--- src/rtl/read_capture_fifo_pkg.sv ---
// Shared defaults and the entry record for the read-capture FIFO slice.
`timescale 1ns/1ps
package read_capture_fifo_pkg;

  localparam int DEF_DATA_W = 32;
  localparam int DEF_ADDR_W = 2;
  localparam int DEF_DEPTH  = 4;

  typedef struct packed {
    logic [DEF_ADDR_W-1:0] addr;
    logic [DEF_DATA_W-1:0] data;
  } entry_t;

endpackage

--- src/rtl/read_capture_fifo_if.sv ---
// Capture-in / show-ahead-out handshake bundle for the read-capture FIFO.
// The master side is the upstream capture stage plus the consumer; the slave
// side is the FIFO itself.
`timescale 1ns/1ps
interface read_capture_fifo_if #(
  parameter int DATA_W = read_capture_fifo_pkg::DEF_DATA_W,
  parameter int ADDR_W = read_capture_fifo_pkg::DEF_ADDR_W
);

  logic [DATA_W-1:0] in_data;
  logic [ADDR_W-1:0] in_addr;
  logic              in_valid;
  logic [DATA_W-1:0] out_data;
  logic [ADDR_W-1:0] out_addr;
  logic              out_valid;
  logic              out_ready;

  modport master (
    output in_data, in_addr, in_valid, out_ready,
    input  out_data, out_addr, out_valid
  );

  modport slave (
    input  in_data, in_addr, in_valid, out_ready,
    output out_data, out_addr, out_valid
  );

endinterface

--- src/rtl/read_capture_fifo_mem.sv ---
// Entry storage for the read-capture FIFO: one write port, one asynchronous
// read port, contents deliberately left unreset.
`timescale 1ns/1ps
module capture_fifo_mem #(
  parameter int WIDTH = 34,
  parameter int DEPTH = 4
) (
  input  logic                     ACLK,
  input  logic                     wr_en,
  input  logic [$clog2(DEPTH)-1:0] wr_addr,
  input  logic [WIDTH-1:0]         wr_data,
  input  logic [$clog2(DEPTH)-1:0] rd_addr,
  output logic [WIDTH-1:0]         rd_data
);

  logic [WIDTH-1:0] mem [DEPTH];

  // Write the addressed entry when the control logic accepts a capture.
  always_ff @(posedge ACLK) begin
    if (wr_en) begin
      mem[wr_addr] <= wr_data;
    end
  end

  assign rd_data = mem[rd_addr];

endmodule

--- src/rtl/read_capture_fifo.sv ---
// Read-capture FIFO: queues {addr, data} captures from an upstream stage that
// cannot be stalled. Captures arriving while full and not draining are dropped
// and recorded in a sticky overflow flag plus a saturating drop counter.
`timescale 1ns/1ps
module read_capture_fifo
  import read_capture_fifo_pkg::*;
#(
  parameter int DATA_W = DEF_DATA_W,
  parameter int ADDR_W = DEF_ADDR_W,
  parameter int DEPTH  = DEF_DEPTH
) (
  input  logic                   ACLK,
  input  logic                   ARESETn,
  read_capture_fifo_if.slave     bus,
  input  logic                   clear_overflow,
  output logic [$clog2(DEPTH):0] count,
  output logic                   full,
  output logic                   empty,
  output logic                   overflow,
  output logic [7:0]             drop_cnt
);

  localparam int PTR_W   = $clog2(DEPTH);
  localparam int CNT_W   = PTR_W + 1;
  localparam int ENTRY_W = ADDR_W + DATA_W;

  localparam logic [PTR_W-1:0] PTR_ONE  = PTR_W'(1);
  localparam logic [CNT_W-1:0] CNT_ONE  = CNT_W'(1);
  localparam logic [CNT_W-1:0] CNT_FULL = CNT_W'(DEPTH);

  logic [PTR_W-1:0]   wr_ptr;
  logic [PTR_W-1:0]   rd_ptr;
  logic [ENTRY_W-1:0] rd_entry;
  logic               push;
  logic               pop;
  logic               drop;

  assign full          = (count == CNT_FULL);
  assign empty         = (count == '0);
  assign bus.out_valid = ~empty;

  assign pop  = bus.out_valid & bus.out_ready;
  assign push = bus.in_valid & (~full | pop);
  assign drop = bus.in_valid & full & ~pop;

  assign bus.out_addr = ARESETn ? rd_entry[ENTRY_W-1 -: ADDR_W] : '0;
  assign bus.out_data = ARESETn ? rd_entry[DATA_W-1:0] : '0;

  capture_fifo_mem #(
    .WIDTH (ENTRY_W),
    .DEPTH (DEPTH)
  ) u_mem (
    .ACLK    (ACLK),
    .wr_en   (push & ARESETn),
    .wr_addr (wr_ptr),
    .wr_data ({bus.in_addr, bus.in_data}),
    .rd_addr (rd_ptr),
    .rd_data (rd_entry)
  );

  // Advance pointers and occupancy; a simultaneous push and pop leaves count alone.
  always_ff @(posedge ACLK) begin
    if (!ARESETn) begin
      wr_ptr <= '0;
      rd_ptr <= '0;
      count  <= '0;
    end else begin
      if (push) begin
        wr_ptr <= wr_ptr + PTR_ONE;
      end
      if (pop) begin
        rd_ptr <= rd_ptr + PTR_ONE;
      end
      case ({push, pop})
        2'b10:   count <= count + CNT_ONE;
        2'b01:   count <= count - CNT_ONE;
        default: count <= count;
      endcase
    end
  end

  // Track dropped captures; a drop in the same cycle as a clear restarts the count at one.
  always_ff @(posedge ACLK) begin
    if (!ARESETn) begin
      overflow <= 1'b0;
      drop_cnt <= '0;
    end else if (drop) begin
      overflow <= 1'b1;
      if (clear_overflow) begin
        drop_cnt <= 8'd1;
      end else if (drop_cnt != 8'hFF) begin
        drop_cnt <= drop_cnt + 8'd1;
      end
    end else if (clear_overflow) begin
      overflow <= 1'b0;
      drop_cnt <= '0;
    end
  end

endmodule

--- src/flat_wrapper.sv ---
// flat-port wrapper written by rule: the top's interface ports become plain ports
module read_capture_fifo_flat import read_capture_fifo_pkg::*;
#(
  parameter int DATA_W = DEF_DATA_W,
  parameter int ADDR_W = DEF_ADDR_W,
  parameter int DEPTH  = DEF_DEPTH
)
  (ACLK, ARESETn, clear_overflow, count, full, empty, overflow, drop_cnt, bus_in_data, bus_in_addr, bus_in_valid, bus_out_ready, bus_out_data, bus_out_addr, bus_out_valid);
  read_capture_fifo_if #(.DATA_W(DATA_W), .ADDR_W(ADDR_W)) bus_i ();
  input  logic ACLK;
  input  logic ARESETn;
  input  logic clear_overflow;
  output logic [$clog2(DEPTH):0] count;
  output logic full;
  output logic empty;
  output logic overflow;
  output logic [7:0] drop_cnt;
  input wire logic [$bits(bus_i.in_data)-1:0] bus_in_data;
  input wire logic [$bits(bus_i.in_addr)-1:0] bus_in_addr;
  input wire logic [$bits(bus_i.in_valid)-1:0] bus_in_valid;
  input wire logic [$bits(bus_i.out_ready)-1:0] bus_out_ready;
  output wire logic [$bits(bus_i.out_data)-1:0] bus_out_data;
  output wire logic [$bits(bus_i.out_addr)-1:0] bus_out_addr;
  output wire logic [$bits(bus_i.out_valid)-1:0] bus_out_valid;
  assign bus_i.in_data = bus_in_data;
  assign bus_i.in_addr = bus_in_addr;
  assign bus_i.in_valid = bus_in_valid;
  assign bus_i.out_ready = bus_out_ready;
  assign bus_out_data = bus_i.out_data;
  assign bus_out_addr = bus_i.out_addr;
  assign bus_out_valid = bus_i.out_valid;
  read_capture_fifo #(.DATA_W(DATA_W), .ADDR_W(ADDR_W), .DEPTH(DEPTH)) u_core (.ACLK(ACLK), .ARESETn(ARESETn), .bus(bus_i), .clear_overflow(clear_overflow), .count(count), .full(full), .empty(empty), .overflow(overflow), .drop_cnt(drop_cnt));
endmodule
--- config.mk ---
export PLATFORM = sky130hd
export DESIGN_NAME = read_capture_fifo_flat
export DESIGN_NICKNAME = d
export VERILOG_FILES = /design/src/rtl/read_capture_fifo_pkg.sv /design/src/rtl/read_capture_fifo_if.sv /design/src/rtl/read_capture_fifo_mem.sv /design/src/rtl/read_capture_fifo.sv /design/src/flat_wrapper.sv
export SDC_FILE = /design/constraint.sdc
export NUM_CORES = 1
export LEC_CHECK = 0
export ABC_AREA = 1
export BUFFER_PORTS_ARGS = -buffer_cell sky130_fd_sc_hd__buf_2
export CORE_UTILIZATION = 57
export DETAILED_ROUTE_END_ITERATION = 7
export HOLD_SLACK_MARGIN = 0.06
export PLACE_DENSITY = 0.87
export SLEW_MARGIN = 40
export SYNTH_ARGS = -nofsm -noshare
export SYNTH_HDL_FRONTEND = slang
export SYNTH_SLANG_ARGS = --single-unit
--- constraint.sdc ---
create_clock -name ACLK -period 3.4 [get_ports ACLK]
set_clock_uncertainty 0.1 [all_clocks]
set_input_delay 0.68 -clock ACLK [delete_from_list [all_inputs] [get_ports ACLK]]
set_output_delay 0.68 -clock ACLK [all_outputs]
set_load 0.01 [all_outputs]
**After elaboration in Yosys (flattened, before gate mapping)**

Memory sizes are Yosys's and may differ from the RTL's. A register that Yosys moved wholly into a read port is not among the register bits.
Index checks and enable logic that the tools add are counted.
Widths: inputs -> output; s select.

- Bits in registers: 16
- Output and inout bits: 49
- Bits of input ports: 39
- Bits in writable memories: 136
- Memories: 1
- Word-level logic and storage cells: 42

Memory list:

| memory | words | width | read ports | clocked after Yosys merged registers in | write ports | RTL line | text |
|---|---|---|---|---|---|---|---|
| u_core.u_mem.mem | 4 | 34 | 1 | 1 | 1 | read_capture_fifo_mem.sv:16 | `logic [WIDTH-1:0] mem [DEPTH];` |

- Reduce and logical (&&, ||, !) cells: 5
- Equal/unequal tests: 4
- Muxes and demuxes: 13
- Add/sub/neg operators: 5
- Bitwise gates (word level): 9

Operators with widths:

| kind | number |
|---|---|
| $mux 32 | 1 |
| $mux 8 | 4 |
| $add 8x1->8 const B | 1 |
| $ne 8x8->1 const B | 1 |
| $mux 2 | 3 |
| $pmux 3 s2 | 1 |
| $reduce_bool 2->1 | 3 |
| $and 1x1->1 | 5 |
| $add 2x1->2 const B | 2 |
| $mux 1 | 4 |
| $add 3x1->3 const B | 1 |
| $eq 3x3->1 const B | 1 |
| $logic_not 3->1 | 1 |
| $not 1->1 | 3 |
| $sub 3x1->3 const B | 1 |
| $eq 2x1->1 const B | 1 |
| $eq 2x2->1 const B | 1 |
| $reduce_and 2->1 | 1 |
| $or 1x1->1 | 1 |

**Depth between registers and ports, before layout**

- Depth in word-level cells: 8
- Mapped depth: 11
- Gate-level depth less buffers: 11

**By module**

A second synthesis with hierarchy kept.

- Cell total of the unflattened synthesis: 752
- Area total of the unflattened synthesis: 6985.4 um^2

By module, submodules not included:

| module | area each (um^2) | seq. area each (um^2) | cells each | times used |
|---|---|---|---|---|
| capture_fifo_mem | 5750.5 | 4083.9 | 541 | 1 |
| read_capture_fifo | 1234.9 | 320.3 | 211 | 1 |

**Worst setup path before layout**

Ideal clock, no wire load.

- Kind: input-to-reg
- Start: input ARESETn
- End: memory u_core.u_mem.mem[0][0], enable pin
- Path buffers: 1
- Arrival: 2.420 ns
- Stages on the path: 3
- Required time: 2.875 ns
- Setup time: 0.425 ns
- Slack: 0.454 ns
- Path through: clkbuf_2 -> nand3_1 -> nor2_1

- Longest elaborated chain between the ends: 3

Ends and longest elaborated chain:

| what | RTL line | text |
|---|---|---|
| start: declaration | flat_wrapper.sv:11 | `input logic ARESETn;` |
| $and 1x1->1 | read_capture_fifo.sv:54 | `.wr_en (push & ARESETn),` |
| $mux 1 | read_capture_fifo_mem.sv:20 | `if (wr_en) begin` |
| $mux 1 (not written as such) | read_capture_fifo_mem.sv:21 | `mem[wr_addr] <= wr_data;` |
| end: declaration | read_capture_fifo_mem.sv:16 |  |

No other way between the ends.

==> run_results.csv <==
group,metric,value,unit
final_layout,n_antenna_cell,0,
synthesis,synthCells,536,
floorplanning,num_io_pins,88,
synthesis,total_of_flip_flops_plus_latches_after_synthesis,154,
floorplanning,die_width,106,microns
synthesis,synthesis.area,0.00622,sq mm
detailed_routing,viasPerCell,5.63,
global_routing,number_of_antenna_violations_at_the_first_check_in_global_routing,0,
global_routing,grt_use_total,24.3,%
outcome,result_of_the_run,"finished clean",
floorplanning,start_util,59.4,%
sta,tightest_slew,0.733,ns
synthesis,syn_nets,582,
sta,timing.final.setup_violations,0,
sta,fin_tns_setup,0,ns
flow_run,max_cap_violations,0,
global_routing,maximum_number_of_pins_on_one_net_before_global_route_repair,69,
synthesis,synth_cell_types,26,
placement,gpl.final_weighted_congestion,0.910,
global_routing,global_route_wire_length_before_repair,20300,microns
sta,fin_crit,2.99,ns
worst_setup_path,crit_type,"register to output pin",
cts,post-cts-setup-buffers,0,
worst_setup_path,worstSetupEndpointType,"output pin",
floorplanning,chipHeight,106,microns
cts,cts_htree_levels,4,
sta,rsz0062_at_grt,"false",
cts,clock_path_buffers,2,
sta,max_clock_freq,335,MHz
floorplanning,rows,37,
global_routing,gr-usage-met3,6.56,%
cts,cts_buffers,17,
floorplanning,placeable_core_region,0.0105,sq mm
cts,cts_hold_buf,0,
sta,fin_crit_sh,87.9,%
sta,hold_viol,0,
global_routing,groute.layer.met1.usage,28.9,%
final_layout,layout_common_cells,"nor2_1, edfxtp_1, buf_2, o21ai_0, a21oi_1",
synthesis,synth.yosys.warnings,0,
detailed_routing,drc_viols,0,
detailed_routing,vias,4357,
final_layout,num-nets-final,671,
detailed_routing,dr.first_iter.drc_count,448,
cts,cts_tree,"yes",
pwr,powerDensity,670,mW/mm^2
global_routing,globalRoute.totalOverflow,0,
final_layout,final_layout_size_suffix_gt1_share,22.3,%
detailed_routing,detail_route.first_pass.iterations,6,
sta,timing.slew.headroom,51.1,%
floorplanning,design.die.area,0.0113,sq mm
global_routing,grt_util_met2,41.4,%
cts,insertion_delay,0.52,ns
final_layout,num-fill-cells,710,
pwr,power.leakage,2.77,nW
cts,clk_pin_slew_worst_paths,0.07,ns
synthesis,synth_sequential_area_ratio,71.5,%
pwr,worst_ir_drop_vdd,0.376,mV
final_layout,final_common_cell,"nor2_1",
sta,hold_slack,0.257,ns
cts,cts_sinks,154,
cts,root_buffer,"clkbuf_8",
cts,post_cts_resize_count,0,
detailed_routing,routedWlPerCell,16.8,microns
worst_setup_path,timing.critical_path.fanout_max,68,
worst_setup_path,crit_path_start_kind,"register",
worst_setup_path,crit_required,2.62,ns
placement,port-buffer-count,87,
detailed_routing,finalWirelength,13000,microns
hold_path,worstHoldPathType,"input port to register",
worst_setup_path,critPathArrivalTime,2.21,ns
placement,dpl.hpwl,8070,microns
detailed_routing,ant_nets,0,
synthesis,syn_area_per_cell,11.6,sq um
global_routing,vias_in_the_first_global_route,4204,
sta,slew_viol_final,0,
final_layout,p_r_area_growth_vs_syn,18.2,%
global_routing,global_route_layer_with_the_greatest_usage,"met2",
==> critical path: stages (launching register included) <==
cell and delay (ns):
dfxtp_2 0.34, buf_4 0.51, nor2_1 0.14, nor2_1 0.11
o21ai_0 0.11, a21oi_1 0.24, buf_2 0.18
==> where the power goes <==
part	internal (mW)	switching, mW	leakage [nW]
combinational	0.319	0.661	1.13
sequential	2.15	0.0388	1.38
clock	0.984	0.773	0.262
==> metrics by stage <==
step / instances / setup WS, ns / util [%] / cell area (sq um) / total power, mW
finish: 774 / 0.411 / 70.3 / 7350 / 4.93
global route: 774 / 0.263 / 70.3 / 7350 / 5.14
CTS: 774 / 0.389 / 70.3 / 7350 / 4.94
detailed placement: 742 / 0.754 / 65.0 / 6800 / 3.20
global placement: 742 / 0.831 / 65.0 / 6800 / 3.15
floorplan: 536 / 0.454 / - / 6220 / 2.90
==> cell families after synthesis <==
kind of cell    Yosys count  share of synthesized area (%)
fa+ha+maj                 7                           1.53
compound gates          127                           10.3
flops                   154                           71.5
simple gates            195                           12.8
buf+inv                  53                           3.94
==> worst paths after layout <==
check | startpoint | to | slack, ns | cells after the start
max | register | bus_out_data[12] | 0.41 | 6
max reg2reg | u_core.count[1]$_SDFFE_PN0P_ | u_core.u_mem.mem[0][2]$_DFFE_PP_ | 1.13 | 5
min reg2reg | u_core.rd_ptr[1]$_SDFFE_PN0P_ | u_core.rd_ptr[1]$_SDFFE_PN0P_ | 0.38 | 2
min | bus_in_data[14] | u_core.u_mem.mem[3][14]$_DFFE_PP_ | 0.26 | 1
==> flip-flops by register name (all words and copies together) (netlist names), named ones only <==
signal,flops
u_core.u_mem.mem,136
u_core.drop_cnt,8
u_core.count,3
u_core.wr_ptr,2
u_core.rd_ptr,2
u_core.overflow,1
==> layout make-up <==
cell class	instances	area, sq um	area share [%]
multi-input combinational	329	1560	21.2
clock inverter	15	141	1.92
timing repair buffer	97	523	7.11
inverter	26	97.6	1.33
tap	136	170	2.31
sequential	154	4450	60.5
clock buffer	17	414	5.63
==> synth_stat cells (all sizes together) <==
master	number	area, sq um
edfxtp	136	4080
buf	12	87.6
nand3b	1	20.0
o21ai	76	380
inv	25	93.8
ha	6	75.1
nand2	27	109
dfxtp	18	360
nand4	6	37.5
fa	1	20.0
nor3	1	5.00
o21bai	1	7.51
clkinv	1	3.75
clkbuf	15	60.1
or2	1	6.26
nand3	6	30.0
nor2	153	589
a21oi	50	250
==> layer usage <==
layer | vias up | share of wire (%) | wire length (microns)
met5 | - | 0 | 0
met4 | 0 | 1.3 | 172
met3 | 20 | 7.6 | 986
met2 | 197 | 52 | 6710
met1 | 2093 | 39 | 5120
li1 | 2047 | - | -
Note: power is estimated with default switching activity, not from simulation.
